### src/rtl/reg_scoreboard.sv
// Latency-driven register scoreboard: per-register countdowns of in-flight writes,
// Decode stall generation for RAW and WAW hazards, and one-cycle cancel rollback.
module reg_scoreboard #(
  parameter int NREG   = 16,
  parameter int AW     = 4,
  parameter int NSRC   = 4,
  parameter int CW     = 3,
  parameter int FWD_OK = 1,
  parameter int PC_REG = 15
) (
  input  logic                 clk,
  input  logic                 reset,
  input  logic [NSRC*AW-1:0]   src_addr,
  input  logic [NSRC-1:0]      src_valid,
  input  logic                 issue_valid,
  input  logic                 kill,
  input  logic [AW-1:0]        dst0_addr,
  input  logic [AW-1:0]        dst1_addr,
  input  logic                 dst0_we,
  input  logic                 dst1_we,
  input  logic [CW-1:0]        dst0_lat,
  input  logic [CW-1:0]        dst1_lat,
  input  logic                 cancel,
  output logic                 stall,
  output logic                 issued,
  output logic [NREG-1:0]      busy,
  output logic [15:0]          stall_cycles
);

  localparam logic [CW-1:0] FWD_LIM = CW'(FWD_OK);
  localparam logic [15:0]   SAT_MAX = 16'hFFFF;

  logic [CW-1:0]   count_q [NREG];
  logic [CW-1:0]   count_d [NREG];
  logic [CW-1:0]   prev_q  [NREG];
  logic [CW-1:0]   prev_d  [NREG];
  logic [NREG-1:0] young_q;
  logic [NREG-1:0] young_d;
  logic [NREG-1:0] busy_q;
  logic [NREG-1:0] busy_d;
  logic [15:0]     stall_cycles_q;
  logic [15:0]     stall_cycles_d;

  logic [NSRC-1:0] src_blk_s;
  logic            waw0_blk_s;
  logic            waw1_blk_s;

  function automatic logic [CW-1:0] dec(input logic [CW-1:0] x);
    if (x != '0) begin
      return x - CW'(1);
    end else begin
      return '0;
    end
  endfunction

  // The PC register and any address beyond NREG are never tracked.
  function automatic logic tracked(input logic [AW-1:0] a);
    return (int'(a) != PC_REG) && (int'(a) < NREG);
  endfunction

  function automatic logic [CW-1:0] cnt_of(input logic [AW-1:0] a);
    if (tracked(a)) begin
      return count_q[a];
    end else begin
      return '0;
    end
  endfunction

  // Hazard detection: RAW beyond forwarding reach, and WAW overtaking an older write.
  always_comb begin
    src_blk_s = '0;
    for (int i = 0; i < NSRC; i++) begin
      src_blk_s[i] = src_valid[i] & tracked(src_addr[i*AW +: AW]) &
                     (cnt_of(src_addr[i*AW +: AW]) > FWD_LIM);
    end
    waw0_blk_s = dst0_we & tracked(dst0_addr) & (cnt_of(dst0_addr) > dst0_lat);
    waw1_blk_s = dst1_we & tracked(dst1_addr) & (cnt_of(dst1_addr) > dst1_lat);
    stall  = issue_valid & ~kill & ((|src_blk_s) | waw0_blk_s | waw1_blk_s);
    issued = issue_valid & ~kill & ~stall;
  end

  // Per-register next state: issue load beats cancel rollback beats plain decrement.
  always_comb begin
    logic h0;
    logic h1;
    h0 = 1'b0;
    h1 = 1'b0;
    for (int r = 0; r < NREG; r++) begin
      h0 = issued & dst0_we & (dst0_addr == AW'(r)) & (dst0_lat != '0);
      h1 = issued & dst1_we & (dst1_addr == AW'(r)) & (dst1_lat != '0);
      count_d[r] = dec(count_q[r]);
      prev_d[r]  = prev_q[r];
      young_d[r] = 1'b0;
      if (r == PC_REG) begin
        count_d[r] = '0;
        prev_d[r]  = '0;
      end else if (h0 || h1) begin
        prev_d[r]  = dec(count_q[r]);
        young_d[r] = 1'b1;
        if (h0 && h1) begin
          count_d[r] = (dst0_lat > dst1_lat) ? dst0_lat : dst1_lat;
        end else if (h0) begin
          count_d[r] = dst0_lat;
        end else begin
          count_d[r] = dst1_lat;
        end
      end else if (cancel && young_q[r]) begin
        count_d[r] = dec(prev_q[r]);
      end else begin
        count_d[r] = dec(count_q[r]);
      end
      busy_d[r] = (count_d[r] != '0);
    end
    if (stall && (stall_cycles_q != SAT_MAX)) begin
      stall_cycles_d = stall_cycles_q + 16'd1;
    end else begin
      stall_cycles_d = stall_cycles_q;
    end
  end

  // State registers.
  always_ff @(posedge clk or posedge reset) begin
    if (reset) begin
      for (int r = 0; r < NREG; r++) begin
        count_q[r] <= '0;
        prev_q[r]  <= '0;
      end
      young_q        <= '0;
      busy_q         <= '0;
      stall_cycles_q <= 16'd0;
    end else begin
      for (int r = 0; r < NREG; r++) begin
        count_q[r] <= count_d[r];
        prev_q[r]  <= prev_d[r];
      end
      young_q        <= young_d;
      busy_q         <= busy_d;
      stall_cycles_q <= stall_cycles_d;
    end
  end

  assign busy         = busy_q;
  assign stall_cycles = stall_cycles_q;

endmodule
### config.mk
export PLATFORM = sky130hd
export DESIGN_NAME = reg_scoreboard
export DESIGN_NICKNAME = d
export VERILOG_FILES = /design/src/rtl/reg_scoreboard.sv
export SDC_FILE = /design/constraint.sdc
export NUM_CORES = 1
export LEC_CHECK = 0
export CORE_MARGIN = 2
export CORE_UTILIZATION = 45
export CTS_BUF_LIST = sky130_fd_sc_hd__clkbuf_4
export DETAILED_ROUTE_END_ITERATION = 8
export PLACE_DENSITY = 0.66
export SKIP_LAST_GASP = 1
export SLEW_MARGIN = 25
export SYNTH_ARGS = -nofsm -noshare
export SYNTH_HDL_FRONTEND = slang
export SYNTH_SLANG_ARGS = --single-unit
### constraint.sdc
create_clock -name clk -period 8.9 [get_ports clk]
set_input_delay 2.67 -clock clk [delete_from_list [all_inputs] [get_ports clk]]
set_output_delay 2.67 -clock clk [all_outputs]
set_load 0.1 [all_outputs]
==> flow_metrics.tcl, run 1 <==
set metrics [dict create \
    rr_worst_depth 12 \
    ys_seq_area_share_pct 34.3 \
    hold_buffers 0 \
    outcome "complete, no violations" \
    layout.cells.most_common_list "136 x dfrtp_1, 116 x nand2_1, 100 x nor2_1" \
    ys_warn_count 0 \
    syn_nets 1197 \
    grt_pass1_wl_mm 47.1 \
    finalCritPeriodShare_pct 98.7 \
    crit_required_ps 6230 \
    r2r_end "busy[0]$_DFF_PP0_" \
    syn_area_per_cell_sq_um 9.13 \
    instances_no_fill 1449 \
    worstPathArrival_ps 6110 \
    synthArstFlopShare_pct 100 \
    numPortBuffers 73 \
    hp-class "reg -> reg" \
    grt_max_degree 78 \
    clk_pin_slew_ps 160 \
    antenna_found_initial 1 \
    core_sq_um 21800 \
    setup_viol 0 \
    yosysUniqueCellTypes 66 \
    cp_top_family "multiplexers" \
    die_h_microns 152 \
    critical_path_cell_count 13 \
    ioPinCount 75 \
    cts_tree "yes" \
    cts_sinks 136 \
    report.final.slew_viol_count 0 \
    fp-row-count 54 \
    max_stage_delay_ps 520 \
    crit_end "issued" \
    wl_mm 29.7 \
    initial_core_util_pct 45.6 \
    wire_per_inst_microns 20.5 \
    viasPerCell 5.97 \
    skew_ps 33.7 \
    cp-start-kind "input port" \
    drt_first_pass_iters 5 \
    ys_ff_latch 136 \
    ctsHtreeMaxLevel 4 \
    cpMaxStageDelayCell "mux4_2" \
    cpMostUsedCell "mux4_2" \
    root_buffer "clkbuf_4" \
    route.vias.total 8653 \
    grtUsageTotal_pct 25.9 \
    overflow 0 \
    drv_cap 0 \
    power_leakage_nw 5.07 \
    drc_errors 0 \
    crit_start "dst0_addr[0]" \
    cellPowerDensity_nw_per_um2 196 \
    fillers 2036 \
    r2r_start "count_q[37]$_DFF_PP0_" \
    syn-cell-area_sq_um 9920 \
    crit_fanout 6 \
    drive_gt1_share_pct 13.7 \
    synthFlopType "dfrtp_1" \
    ant_nets 0 \
    p_total_mw 2.23 \
    hold_violations 0 \
    clockBufferDepth 2 \
    crit_buf_inv 3 \
    insertion_delay_ps 600 \
    ff2ff_setup_slack_ps 4440 \
    gp_routability_congestion 1.05 \
    areaGrowthSynthToFinish_pct 14.4 \
    cp-end-kind "primary output" \
    max-slew-margin-rel_pct 27.7 \
    postCtsSetupBuffers 0 \
    cts_buffers 17 \
    tightest_slew_ps 1080 \
    max_freq_mhz 114 \
    final_common_cell "dfrtp_1" \
    dp_hpwl_mm 21.6 \
    dp_slack_ps -11.0 \
    dieArea_sq_um 23200 \
    drt_iter0_drc 804 \
    worstSetupPathType "in -> out" \
    die_x_microns 152 \
    first_global_vias 8420 \
    min_period_ps 8780 \
    nNetsFinal 1266 \
    synth-edff-count 0 \
    fin_setup_tns_ps 0 \
    vdd_drop_max_mv 0.265 \
    dp_cells 1416 \
    fin_ws_ps 119 \
    crit_chain "clkdlybuf4s50_1, buf_4, mux4_2, mux4_2, ha_1, nor2b_1, o21a_1, o2111ai_1, and4_2, nand3b_4, or2_0, nor2_4, buf_12" \
    syn_inst 1086 \
]
how the worst min path moves through the flow:
| stage | start | endpoint | slack (ps) | cells after the start |
|---|---|---|---|---|
| floorplan | prev_q[31]$_DFFE_PP0N_ | prev_q[31]$_DFFE_PP0N_ | 470 | 1 |
| global placement | prev_q[31]$_DFFE_PP0N_ | prev_q[31]$_DFFE_PP0N_ | 490 | 1 |
| detailed placement | stall_cycles[14]$_DFFE_PP0P_ | stall_cycles[14]$_DFFE_PP0P_ | 480 | 1 |
| CTS | stall_cycles[14]$_DFFE_PP0P_ | stall_cycles[14]$_DFFE_PP0P_ | 510 | 1 |
| global route | stall_cycles[12]$_DFFE_PP0P_ | stall_cycles[12]$_DFFE_PP0P_ | 530 | 1 |
| finish | stall_cycles[12]$_DFFE_PP0P_ | stall_cycles[12]$_DFFE_PP0P_ | 510 | 1 |
stage by stage:
stage | hold WS [ps] | area (sq um) | util, %
final | 509 | 11300 | 52.2
after global routing | 534 | 11300 | 52.2
after CTS | 508 | 11300 | 52.1
after detailed placement | 483 | 11000 | 50.6
after global placement | 490 | 11000 | 50.6
after floorplan | 470 | 9940 | -
area by class of cell:
| type | instances | area [sq um] | area share, % |
|---|---|---|---|
| Multi-Input combinational cell | 818 | 5980 | 52.7 |
| Antenna cell | 1 | 2.50 | 0.0221 |
| Inverter | 83 | 317 | 2.79 |
| Clock inverter | 15 | 201 | 1.78 |
| Sequential cell | 136 | 3400 | 30.0 |
| Timing Repair Buffer | 99 | 963 | 8.49 |
| Clock buffer | 17 | 128 | 1.12 |
| Tap cell | 280 | 350 | 3.09 |
worst register-to-register path, delay by kind of cell (launching register included):
kind | cells | cell delay, ps
AO/OA/AOI/OAI | 3 | 920
adder cells (fa/ha/maj) | 1 | 310
buffers and inverters | 1 | 290
flip-flops | 1 | 550
multiplexers | 2 | 1010
AND/OR/NAND/NOR | 5 | 1280
sequential cells by signal, summed over array words and instances (netlist names):
name and cells:
busy 15, count_q 45, prev_q 45, stall_cycles 16
young_q 15
cell usage after synthesis, types with 7 or more instances:
library cell | count | share of area (%)
mux2i_1 | 22 | 2.2
clkbuf_1 | 30 | 1.1
o22ai_1 | 30 | 1.9
mux4_2 | 26 | 5.9
and2_1 | 20 | 1.3
o22a_1 | 11 | 0.97
a2bb2oi_1 | 27 | 2.4
nor2b_1 | 7 | 0.44
o21ai_0 | 51 | 2.6
a22oi_1 | 7 | 0.53
or3_1 | 18 | 1.1
a211oi_1 | 14 | 1.1
and3_1 | 7 | 0.44
a31oi_1 | 13 | 0.82
xor2_1 | 10 | 0.88
or2_2 | 13 | 0.82
nor2_1 | 103 | 3.9
nand3_1 | 15 | 0.76
a21oi_1 | 40 | 2.0
inv_1 | 83 | 3.1
nor3b_1 | 8 | 0.61
nand2_1 | 116 | 4.4
nor4b_1 | 7 | 0.62
nor3_2 | 13 | 1.3
nor4_1 | 16 | 1.0
dfrtp_1 | 136 | 34
nor3_1 | 32 | 1.6
mux2_2 | 28 | 3.2
o31ai_1 | 18 | 1.4
ha_1 | 70 | 8.8
timing repair:
action | 4_1_cts | 5_1_grt
gates resized for setup | 1 | 2
pin swaps | 0 | 0
endpoints found under the setup margin | 1 | 1
routing by layer:
metal / wire length [microns] / part of all wire, % / track usage [%] / vias up
met1: 13500 / 45 / 37.7 / 4167
met4: 801 / 2.7 / 8.11 / 0
met3: 2500 / 8.4 / 4.89 / 53
met5: 0 / 0 / 0 / -
met2: 13000 / 44 / 39.4 / 361
li1: - / - / - / 4072
kinds of logic after synthesis:
group                      after synthesis  synth area share, %
buffers and inverters                  132                 5.54
other                                    1               0.0378
muxes                                   76                 11.3
adders and majority gates               70                 8.83
xor gates and xnor gates                15                 1.32
DFF                                    136                 34.3
and+or+nand+nor                        400                 20.6
AOI/OAI and AO/OA                      256                 18.1
where the power goes:
part | leakage, nW | internal, mW | switching (mW)
Sequential | 1.78 | 0.725 | 0.118
Clock | 0.176 | 0.184 | 0.290
Combinational | 3.11 | 0.286 | 0.626
Total | 5.07 | 1.20 | 1.03
(Power assumes the default switching activity.)
==> inputs of run 2 (changes only) <==
--- a/config.mk
+++ b/config.mk
@@ -5,9 +5,11 @@
 export SDC_FILE = /design/constraint.sdc
 export NUM_CORES = 1
 export LEC_CHECK = 0
+export CAP_MARGIN = 20
 export CORE_MARGIN = 2
 export CORE_UTILIZATION = 45
 export CTS_BUF_LIST = sky130_fd_sc_hd__clkbuf_4
+export CTS_CLUSTER_DIAMETER = 100
 export DETAILED_ROUTE_END_ITERATION = 8
 export PLACE_DENSITY = 0.66
 export SKIP_LAST_GASP = 1
==> results of run 2 <==
The final DEF is identical to that of run 1; final timing and power are the same.
==> inputs of run 3 (changes only) <==
==> constraint.sdc (replaced) <==
create_clock -name clk -period 8.9 [get_ports clk]
set_input_delay 2.67 -clock clk [delete_from_list [all_inputs] [get_ports clk]]
set_output_delay 2.67 -clock clk [all_outputs]
set_load 0.01 [all_outputs]
==> flow_metrics.tcl, run 3 (same netlist as run 1, synthesis figures left out) <==
set metrics [dict create \
    crit_required_ps 6230 \
    grtUsageTotal_pct 25.0 \
    nNetsFinal 1273 \
    hp-class "reg -> reg" \
    r2r_start "count_q[28]$_DFF_PP0_" \
    max-slew-margin-rel_pct 29.4 \
    wl_mm 29.1 \
    worstSetupPathType "in -> out" \
    cpMaxStageDelayCell "mux4_2" \
    initial_core_util_pct 45.6 \
    outcome "complete, no violations" \
    final_common_cell "dfrtp_1" \
    max_freq_mhz 115 \
    power_leakage_nw 5.10 \
    cp_top_family "multiplexers" \
    core_sq_um 21800 \
    cp-start-kind "input port" \
    rr_worst_depth 13 \
    rsz0062_at_grt "no" \
    drv_cap 0 \
    ff2ff_setup_slack_ps 4440 \
    cts_sinks 136 \
    fin_setup_tns_ps 0 \
    drive_gt1_share_pct 14.1 \
    r2r_end "busy[0]$_DFF_PP0_" \
    insertion_delay_ps 590 \
    drt_first_pass_iters 5 \
    antenna_found_initial 1 \
    final_core_util_pct 52.2 \
    viasPerCell 6.08 \
    hold_violations 0 \
    crit_chain "clkdlybuf4s50_1, buf_4, mux4_2, mux4_2, ha_1, nor2b_1, o21a_1, o2111ai_1, and4_4, nand3b_4, or2_0, nor2_1, dlygate4sd2_1" \
    overflow 0 \
    crit_end "issued" \
    whs_ps 509 \
    first_global_vias 8355 \
    min_period_ps 8730 \
    root_buffer "clkbuf_4" \
    cts_buffers 17 \
    hold_depth 1 \
    cpMostUsedCell "mux4_2" \
    worstPathArrival_ps 6060 \
    vdd_drop_max_mv 0.123 \
    ioPinCount 75 \
    dp_hpwl_mm 21.1 \
    wire_per_inst_microns 20.0 \
    crit_buf_inv 3 \
    grt_pass1_wl_mm 45.8 \
    clk_pin_slew_ps 170 \
    skew_ps 30.8 \
    cellPowerDensity_nw_per_um2 166 \
    grt_max_degree 75 \
    ctsHtreeMaxLevel 4 \
    die_h_microns 152 \
    hold_buffers 0 \
    crit_start "dst0_addr[0]" \
    fin_ws_ps 166 \
    gp_routability_congestion 1.11 \
    areaGrowthSynthToFinish_pct 14.6 \
    ant_nets 0 \
    drt_iter0_drc 833 \
    die_x_microns 152 \
    report.final.slew_viol_count 0 \
    dieArea_sq_um 23200 \
    drc_errors 0 \
    layout.cells.most_common_list "136 x dfrtp_1, 116 x nand2_1, 102 x nor2_1" \
    critical_path_cell_count 13 \
    postCtsSetupBuffers 0 \
    crit_fanout 5 \
    tightest_slew_ps 1060 \
    cp-end-kind "primary output" \
    dp_slack_ps -168 \
    cts_tree "yes" \
    numPortBuffers 73 \
    fp-row-count 54 \
    setup_viol 0 \
    finalCritPeriodShare_pct 98.1 \
    max_stage_delay_ps 510 \
    route.vias.total 8857 \
    clockBufferDepth 2 \
    fillers 2024 \
]
run 3: cell count changes in the layout (fill, tap and decap cells not counted), sizes merged:
cell           before  now
clkinvlp            0    2
inv                91   95
bufinv              2    0
clkdlybuf4s50      69   71
clkinv              5    1
buf                28   33
run 3: timing repair:
| action | 4_1_cts | 5_1_grt |
|---|---|---|
| endpoints found under the setup margin | 2 | 1 |
| pin swaps | 1 | 0 |
| gates resized for setup | 4 | 1 |
run 3: worst min-delay path by stage:
stage                                  from                      endpoint
2_1_floorplan        prev_q[31]$_DFFE_PP0N_        prev_q[31]$_DFFE_PP0N_
3_3_place_gp   stall_cycles[14]$_DFFE_PP0P_  stall_cycles[14]$_DFFE_PP0P_
3_5_place_dp   stall_cycles[14]$_DFFE_PP0P_  stall_cycles[14]$_DFFE_PP0P_
4_1_cts        stall_cycles[14]$_DFFE_PP0P_  stall_cycles[14]$_DFFE_PP0P_
5_1_grt        stall_cycles[12]$_DFFE_PP0P_  stall_cycles[12]$_DFFE_PP0P_
6_report       stall_cycles[12]$_DFFE_PP0P_  stall_cycles[12]$_DFFE_PP0P_
run 3: where the power goes:
group          switching (mW)  total (mW)  internal (mW)
registers               0.117       0.842          0.725
logic                   0.341       0.630          0.289
clock network           0.289       0.417          0.128
run 3: final cells by class:
type / count / area, sq um / share of cell area, %
sequential: 136 / 3400 / 30.0
antenna: 1 / 2.50 / 0.0220
inverter: 83 / 317 / 2.79
timing repair buffer: 106 / 1030 / 9.10
tap: 280 / 350 / 3.08
multi-input combinational: 818 / 5980 / 52.6
clock buffer: 17 / 128 / 1.12
clock inverter: 15 / 146 / 1.29
run 3: stage by stage:
step                instance area, sq um  total power, mW  instances
global route                       11400             2.02       1456
floorplan                           9920             1.22       1086
finish                             11400             1.89       1456
CTS                                11300             1.90       1455
global placement                   11100             1.47       1423
detailed placement                 11100             1.47       1423
run 3: per-layer routing:
layer	part of all wire (%)	global-route usage [%]	wire length (microns)
met1	45	35.7	13000
met2	43	36.9	12500
met3	9.8	7.17	2840
met4	2.6	8.25	764
met5	0	0	0
